`src/rtl/truth_table_pkg.sv`:
```
// Shared types and helpers for the truth-table sampler slice.
package truth_table_pkg;

  localparam int unsigned MAX_N_IN  = 8;
  localparam int unsigned MAX_N_OUT = 4;

  typedef enum logic [1:0] {
    IDLE,
    HOLD,
    SAMPLE,
    DONE
  } tts_state_e;

  // Total packed truth-table width: one 2^n_in-bit table per output.
  function automatic int unsigned tt_width(input int unsigned n_in, input int unsigned n_out);
    return n_out << n_in;
  endfunction

endpackage

```
`src/rtl/tt_lane_accum.sv`:
```
// One output lane: inserts the sampled response at the current vector's bit
// position and keeps a running count of ones.
module tt_lane_accum
  import truth_table_pkg::*;
#(
  parameter int unsigned N_IN = 4
) (
  input  logic                     clk,
  input  logic                     rst_n,
  input  logic                     clr,
  input  logic                     smp,
  input  logic [N_IN-1:0]          vec,
  input  logic                     f,
  output logic [(1 << N_IN)-1:0]   tt,
  output logic [N_IN:0]            ones
);

  localparam int unsigned CW = N_IN + 1;

  // Clear at run start, capture one response bit per SAMPLE cycle.
  always_ff @(posedge clk or negedge rst_n) begin
    if (!rst_n) begin
      tt   <= '0;
      ones <= '0;
    end else if (clr) begin
      tt   <= '0;
      ones <= '0;
    end else if (smp) begin
      tt[vec] <= f;
      ones    <= ones + CW'(f);
    end
  end

endmodule

```
`src/rtl/truth_table_sampler.sv`:
```
// Exhaustive stimulus driver / response collector for a combinational netlist.
// Walks every input vector, holds each for SETTLE+1 cycles, samples once, and
// hands the packed truth tables plus ones counts over a valid/ready handshake.
module truth_table_sampler
  import truth_table_pkg::*;
#(
  parameter int unsigned N_IN   = 4,
  parameter int unsigned N_OUT  = 1,
  parameter int unsigned SETTLE = 1
) (
  input  logic                            clk,
  input  logic                            rst_n,
  input  logic                            start,
  output logic                            busy,
  output logic [N_IN-1:0]                 vec_o,
  input  logic [N_OUT-1:0]                f_i,
  output logic                            tt_valid,
  input  logic                            tt_ready,
  output logic [tt_width(N_IN, N_OUT)-1:0] tt_data,
  output logic [N_OUT*(N_IN+1)-1:0]       ones_cnt
);

  localparam int unsigned DEPTH = 1 << N_IN;
  localparam int unsigned CW    = N_IN + 1;
  localparam logic [CW-1:0] LAST = CW'(DEPTH - 1);
  localparam logic [3:0]    SETTLE_MAX = 4'(SETTLE);

  tts_state_e    state, state_nx;
  logic [CW-1:0] vec_cnt;
  logic [3:0]    settle_cnt;
  logic          clr;
  logic          smp;

  // State register.
  always_ff @(posedge clk or negedge rst_n) begin
    if (!rst_n) state <= IDLE;
    else        state <= state_nx;
  end

  // Next-state and lane control decode.
  always_comb begin
    state_nx = state;
    clr      = 1'b0;
    smp      = 1'b0;
    unique case (state)
      IDLE: begin
        if (start) begin
          clr      = 1'b1;
          state_nx = HOLD;
        end
      end
      HOLD: begin
        if (settle_cnt == SETTLE_MAX) state_nx = SAMPLE;
      end
      SAMPLE: begin
        smp = 1'b1;
        if (vec_cnt == LAST) state_nx = DONE;
        else                 state_nx = HOLD;
      end
      DONE: begin
        if (tt_ready) state_nx = IDLE;
      end
      default: state_nx = IDLE;
    endcase
  end

  // Vector and settle counters; the extra vector bit keeps the terminal
  // compare exact, and vec_o holds its last value after DONE.
  always_ff @(posedge clk or negedge rst_n) begin
    if (!rst_n) begin
      vec_cnt    <= '0;
      settle_cnt <= '0;
    end else begin
      unique case (state)
        IDLE: begin
          if (start) begin
            vec_cnt    <= '0;
            settle_cnt <= '0;
          end
        end
        HOLD: begin
          if (settle_cnt != SETTLE_MAX) settle_cnt <= settle_cnt + 4'd1;
        end
        SAMPLE: begin
          if (vec_cnt != LAST) begin
            vec_cnt    <= vec_cnt + CW'(1);
            settle_cnt <= '0;
          end
        end
        default: ;
      endcase
    end
  end

  assign vec_o    = vec_cnt[N_IN-1:0];
  assign busy     = (state != IDLE);
  assign tt_valid = (state == DONE);

  for (genvar k = 0; k < N_OUT; k++) begin : g_lane
    tt_lane_accum #(.N_IN(N_IN)) u_lane (
      .clk  (clk),
      .rst_n(rst_n),
      .clr  (clr),
      .smp  (smp),
      .vec  (vec_o),
      .f    (f_i[k]),
      .tt   (tt_data[k*DEPTH +: DEPTH]),
      .ones (ones_cnt[k*CW +: CW])
    );
  end

endmodule

```
`config.mk`:
```
export PLATFORM = sky130hd
export DESIGN_NAME = truth_table_sampler
export DESIGN_NICKNAME = d
export VERILOG_FILES = /design/src/rtl/truth_table_pkg.sv /design/src/rtl/tt_lane_accum.sv /design/src/rtl/truth_table_sampler.sv
export SDC_FILE = /design/constraint.sdc
export NUM_CORES = 1
export LEC_CHECK = 0
export BUFFER_PORTS_ARGS = -buffer_cell sky130_fd_sc_hd__buf_4
export CAP_MARGIN = 25
export CORE_UTILIZATION = 30
export DETAILED_ROUTE_END_ITERATION = 10
export GPL_ROUTABILITY_DRIVEN = 1
export PLACE_DENSITY = 0.54
export SETUP_SLACK_MARGIN = 0.5
export SYNTH_ARGS = -nofsm -noshare
export SYNTH_HDL_FRONTEND = slang
export SYNTH_HIERARCHICAL = 1
export SYNTH_SLANG_ARGS = --single-unit
```
`constraint.sdc`:
```
create_clock -name clk -period 1.9 [get_ports clk]
set_clock_uncertainty 0.15 [all_clocks]
set_input_delay 0.38 -clock clk [delete_from_list [all_inputs] [get_ports clk]]
set_output_delay 0.38 -clock clk [all_outputs]
set_load 0.01 [all_outputs]
```
# Word-level counts from Yosys, hierarchy flattened
# Cells that the tools add are included.
# op_classes
addsub	3
n_lt_le_gt_ge	2
n_eq_ne	12
n_mux	22
reduce_logical	9
# ops
cell	n
$mux W16	2
$mux W5	4
$bwmux W16	1
$mux W4	3
$pmux W4 S3	1
$pmux W5 S2	1
$mux W2	4
$ne A2 B2 Y1 const B	4
$pmux W2 S4	1
$reduce_and A3 Y1	2
$reduce_bool A2 Y1	3
$add A5 B1 Y5	1
$add A5 B1 Y5 const B	1
$eq A5 B4 Y1 const B	1
$lt A4 B5 Y1 const B	1
$ne A5 B4 Y1 const B	1
$add A4 B1 Y4 const B	1
$demux W1 S4	1
$eq A2 B2 Y1 const B	2
$eq A4 B1 Y1 const B	1
$ge A4 B1 Y1 const B	1
$mux W1	4
$ne A4 B1 Y1 const B	1
$reduce_and A4 Y1	1
other kinds (5)	5
# word_totals
ff_bits	32
inputBits	5
output_inout_bits	27
wordCells	53

# Longest topological paths before layout
# depth
word_depth	7
ltp_mapped	7
ltp_nobuf	7

# By module
# Netlist, hierarchy kept.
# by_module_without_submodules
module	n_inst	cells_per_inst	area_each_um2	seq_area_each_um2
tt_lane_accum	1	97	1058.5	525.5
truth_table_sampler	1	73	689.4	275.3

# Least setup slack after synthesis
# No wires, ideal clock.
# synth_timing
path_type	reg2reg
from	register vec_cnt[0]
to	register vec_cnt[2]
setup_time_ns	0.066
arrival_ns	1.686
required_time_ns	1.684
setup_slack_ns	-0.002
path_stages_with_launch	7
path_buffers	0
synth_period_minus_slack_ns	1.902
path_cell_list	dfrtp_1 -> ha_1 -> and3_1 -> ha_1 -> or2_2 -> o31ai_1 -> a22o_1
# synth_via
elab_chain_cells	3
word_cells_on_any_way	6
classes_between	add/sub: 1; eq/ne: 2; mux: 2; reduce/logical: 1
# synth_lines
element	line	source
from (decl)	truth_table_sampler.sv:29	logic [CW-1:0] vec_cnt;
from (signal assigned)	truth_table_sampler.sv:86	vec_cnt <= vec_cnt + CW'(1);
$add A5 B1 Y5 or $ne A5 B4 Y1 (tied branches)	truth_table_sampler.sv:86, truth_table_sampler.sv:85	
$mux W5 or $ne A2 B2 Y1 (tied branches)	-	
$pmux W5 S2 or $reduce_and A3 Y1 (tied branches)	-	
# Parallel ways exist; a longest one is shown, timed or not. The select of a mux whose other input is x is not followed.
# A chain may end at the register's enable or synchronous reset.

# Worst setup path in the final report
# Same ends and word-level chain as after synthesis.

==> results.sh <==
export IMPL_status="finished clean"
export IMPL_tightest_slew_ns=0.4161
export IMPL_final_cells=302
export IMPL_crit_type="reg2reg"
export IMPL_path_depth=6
export IMPL_synth_seq_cells=32
export IMPL_grt_overflow=0
export IMPL_slew_headroom_pct=72.26
export IMPL_start_util_pct=31.36
export IMPL_ir_worst_vdd_uv=661.1
export IMPL_synthAdderAreaFrac_pct=4.295
export IMPL_fin_util_pct=45.50
export IMPL_grt_max_degree=33
export IMPL_post_route_period_util_pct=88.81
export IMPL_cp_required_ns=1.98
export IMPL_drt_first_pass_iters=4
export IMPL_critPathSlowestCell="dfrtp_2"
export IMPL_fin_tns_setup_ns=0
export IMPL_coreArea_sq_um=5574
export IMPL_crit_family="flip-flops"
export IMPL_end_kind="flop"
export IMPL_gr_usage_all_layers_pct=13.52
export IMPL_via_per_inst=4.636
export IMPL_yosysTopAreaCell="dfrtp_1"
export IMPL_hold_path_class="in2reg"
export IMPL_area_delta_synth_final_pct=45.10
export IMPL_antenna_found_initial=0
export IMPL_yosysWarningCount=6
export IMPL_min_period_ns=1.687
export IMPL_drive_gt1_share_pct=45.22
export IMPL_die_area_sq_um=6136
export IMPL_diodes=0
export IMPL_synth_compound_area_share_pct=7.946
export IMPL_leakagePower_nw=1.286
export IMPL_hpwl_microns=2482
export IMPL_grt_pass1_vias=1301
export IMPL_crit_top_cell="ha_4"
export IMPL_power_density_nw_per_um2=1132
export IMPL_dp_cells=269
export IMPL_io_buffers=31
export IMPL_die_h_microns=78.33
export IMPL_nNetsFinal=240
export IMPL_dr_first_iter_drc_count=47
export IMPL_maxCapViolations=0
export IMPL_whs_ns=0.2403
export IMPL_critPathArrivalTime_ns=1.77
export IMPL_cpPeakStageDelay_ns=0.43
export IMPL_crit_chain="ha_4 -> and3_4 -> ha_4 -> or2_4 -> o31ai_2 -> a22o_1"
export IMPL_die_w_microns=78.33
export IMPL_crit_buf_inv=0
export IMPL_clk_pin_slew_ns=0.07
export IMPL_post_drt_wl_per_cell_microns=13.23
export IMPL_clockRootBuffer="clkbuf_8"
export IMPL_avgSynthCellArea_sq_um=10.28
export IMPL_synth_area_leaders="dfrtp_1, mux2i_1, nand2b_1"
export IMPL_hold_path_depth=4
export IMPL_synthSimpleGateAreaFrac_pct=22.76
export IMPL_cts_tree="built"
export IMPL_setup_viol=0
export IMPL_synthXorXnorAreaFrac_pct=2.505
export IMPL_rsz0062_at_grt="true"
export IMPL_cts_sinks=32
export IMPL_cts_max_level=2
export IMPL_syn_area_sq_um=1748
export IMPL_clk_path_buf_depth=2
export IMPL_fmax_ghz=0.5926
export IMPL_drt_total_wl_microns=3994
export IMPL_ys_seq_area_share_pct=45.81
export IMPL_ios=32
export IMPL_synth_top_area_share_pct=45.81
export IMPL_num_vias=1400
export IMPL_reg2reg_depth=6
export IMPL_hold_viol=0
export IMPL_cts_buffers_inserted=5
export IMPL_synth_cell_types=35
export IMPL_postRouteAntennaNets=0
export IMPL_syn_num_nets=181
export IMPL_layout_commonest_cell="buf_4"
export IMPL_gp_congestion=0.7657
export IMPL_synth_top_family_by_area="simple AND/OR/NAND/NOR gates"
export IMPL_drv_slew=0
export IMPL_clk_latency_ns=0.29
export IMPL_synthCells=170
export IMPL_r2r_slack_ns=0.21
export IMPL_final_cell_mix="buf_4, dfrtp_1, mux2i_1, buf_6, nand2b_1"
export IMPL_start_kind="flop"
export IMPL_synthMuxAreaShare_pct=11.52
export IMPL_grt_pass1_wl_microns=6272
export IMPL_drcViolationCount=0
export IMPL_rows=27
export IMPL_crit_fanout=6
==> worst register-to-register path, delay by kind of cell, from the launching register on <==
family                     cells  cell delay [ns]
DFF                            1             0.43
and+or+nand+nor                2             0.41
adders and majority gates      2             0.33
AOI/OAI and AO/OA              2             0.32
==> stage by stage <==
| stage | setup WS [ns] | power (W) | instance area, sq um |
|---|---|---|---|
| finish | 0.2125 | 0.002872 | 2536 |
| detailed placement | 0.1617 | 0.001887 | 2102 |
| global placement | 0.1855 | 0.001892 | 2102 |
| global route | 0.1605 | 0.003080 | 2536 |
| floorplan | 0.1374 | 0.001640 | 1833 |
| CTS | 0.1953 | 0.002674 | 2394 |
==> Yosys cell counts <==
master / count
nor2b_1: 2
inv_1: 5
and2_1: 1
a211oi_1: 1
or2_2: 2
o31ai_1: 1
clkbuf_2: 1
o21ai_0: 5
mux2_2: 1
xor2_1: 4
nand4_1: 2
buf_4: 4
nor3_1: 1
nor3b_2: 1
nand2b_1: 17
xnor2_1: 1
a21o_1: 2
clkbuf_1: 4
dfrtp_1: 32
buf_2: 2
nor3b_4: 1
ha_1: 6
and3b_1: 2
nand3_1: 4
a21oi_1: 1
nand2_1: 18
nor2_1: 12
a22o_1: 9
buf_6: 1
and3_1: 2
nand3_2: 1
nand4b_1: 2
and2b_1: 2
or2_1: 1
mux2i_1: 19
==> per-layer routing <==
layer,share of wire (%),vias to the layer above,global-route usage (%)
li1,-,689,-
met1,47,676,16.65
met2,48,29,22.19
met3,3.9,6,4.070
met4,1.5,0,5.000
met5,0,-,0
==> logic make-up (layout without fill, tap and decap cells) <==
logic type | count (synthesis) | count (layout)
flops | 32 | 32
xor+xnor | 5 | 5
buf+inv | 17 | 77
simple gates | 71 | 71
mux | 20 | 20
fa+ha+maj | 6 | 6
compound gates | 19 | 19
==> power by group <==
part,internal (W),leakage (nW),switching (W)
Combinational,0.000781,0.807,0.000637
Clock,0.000295,0.0455,0.000248
Sequential,0.000798,0.434,0.000113
==> path summary, 6_finish.rpt <==
check,start,endpoint
setup / recovery,vec_cnt[0],vec_cnt[2]
hold / removal,tt_ready,state[1]
setup reg to reg,vec_cnt[0],vec_cnt[2]
max in group asynchronous,rst_n,settle_cnt[0]
hold reg to reg,g_lane[0].u_lane/tt[5],g_lane[0].u_lane/tt[5]
min in group asynchronous,rst_n,g_lane[0].u_lane/ones[3]
==> registers in the layout, summed over array words and instances, names as in the netlist <==
name,cells
g_lane.u_lane/tt,16
g_lane.u_lane/ones,5
vec_cnt,5
settle_cnt,4
state,2
==> layout make-up <==
class / instances / area [sq um]
multi-input cells: 121 / 989.7
fillers: 573 / 3038
inverters: 5 / 18.77
repair buffers: 64 / 543.0
well taps: 72 / 90.09
clock buffers: 8 / 90.09
flip-flops and latches: 32 / 804.5
==> repair_timing <==
item	4_1_cts	5_1_grt
gates cloned	1	0
pin swaps	9	11
setup endpoints to repair	34	41
hold buffers	1	0
gates resized for setup	28	19
endpoints found under the hold margin	32	0
buffers inserted	12	11
Power figures use the tool's default switching activity.
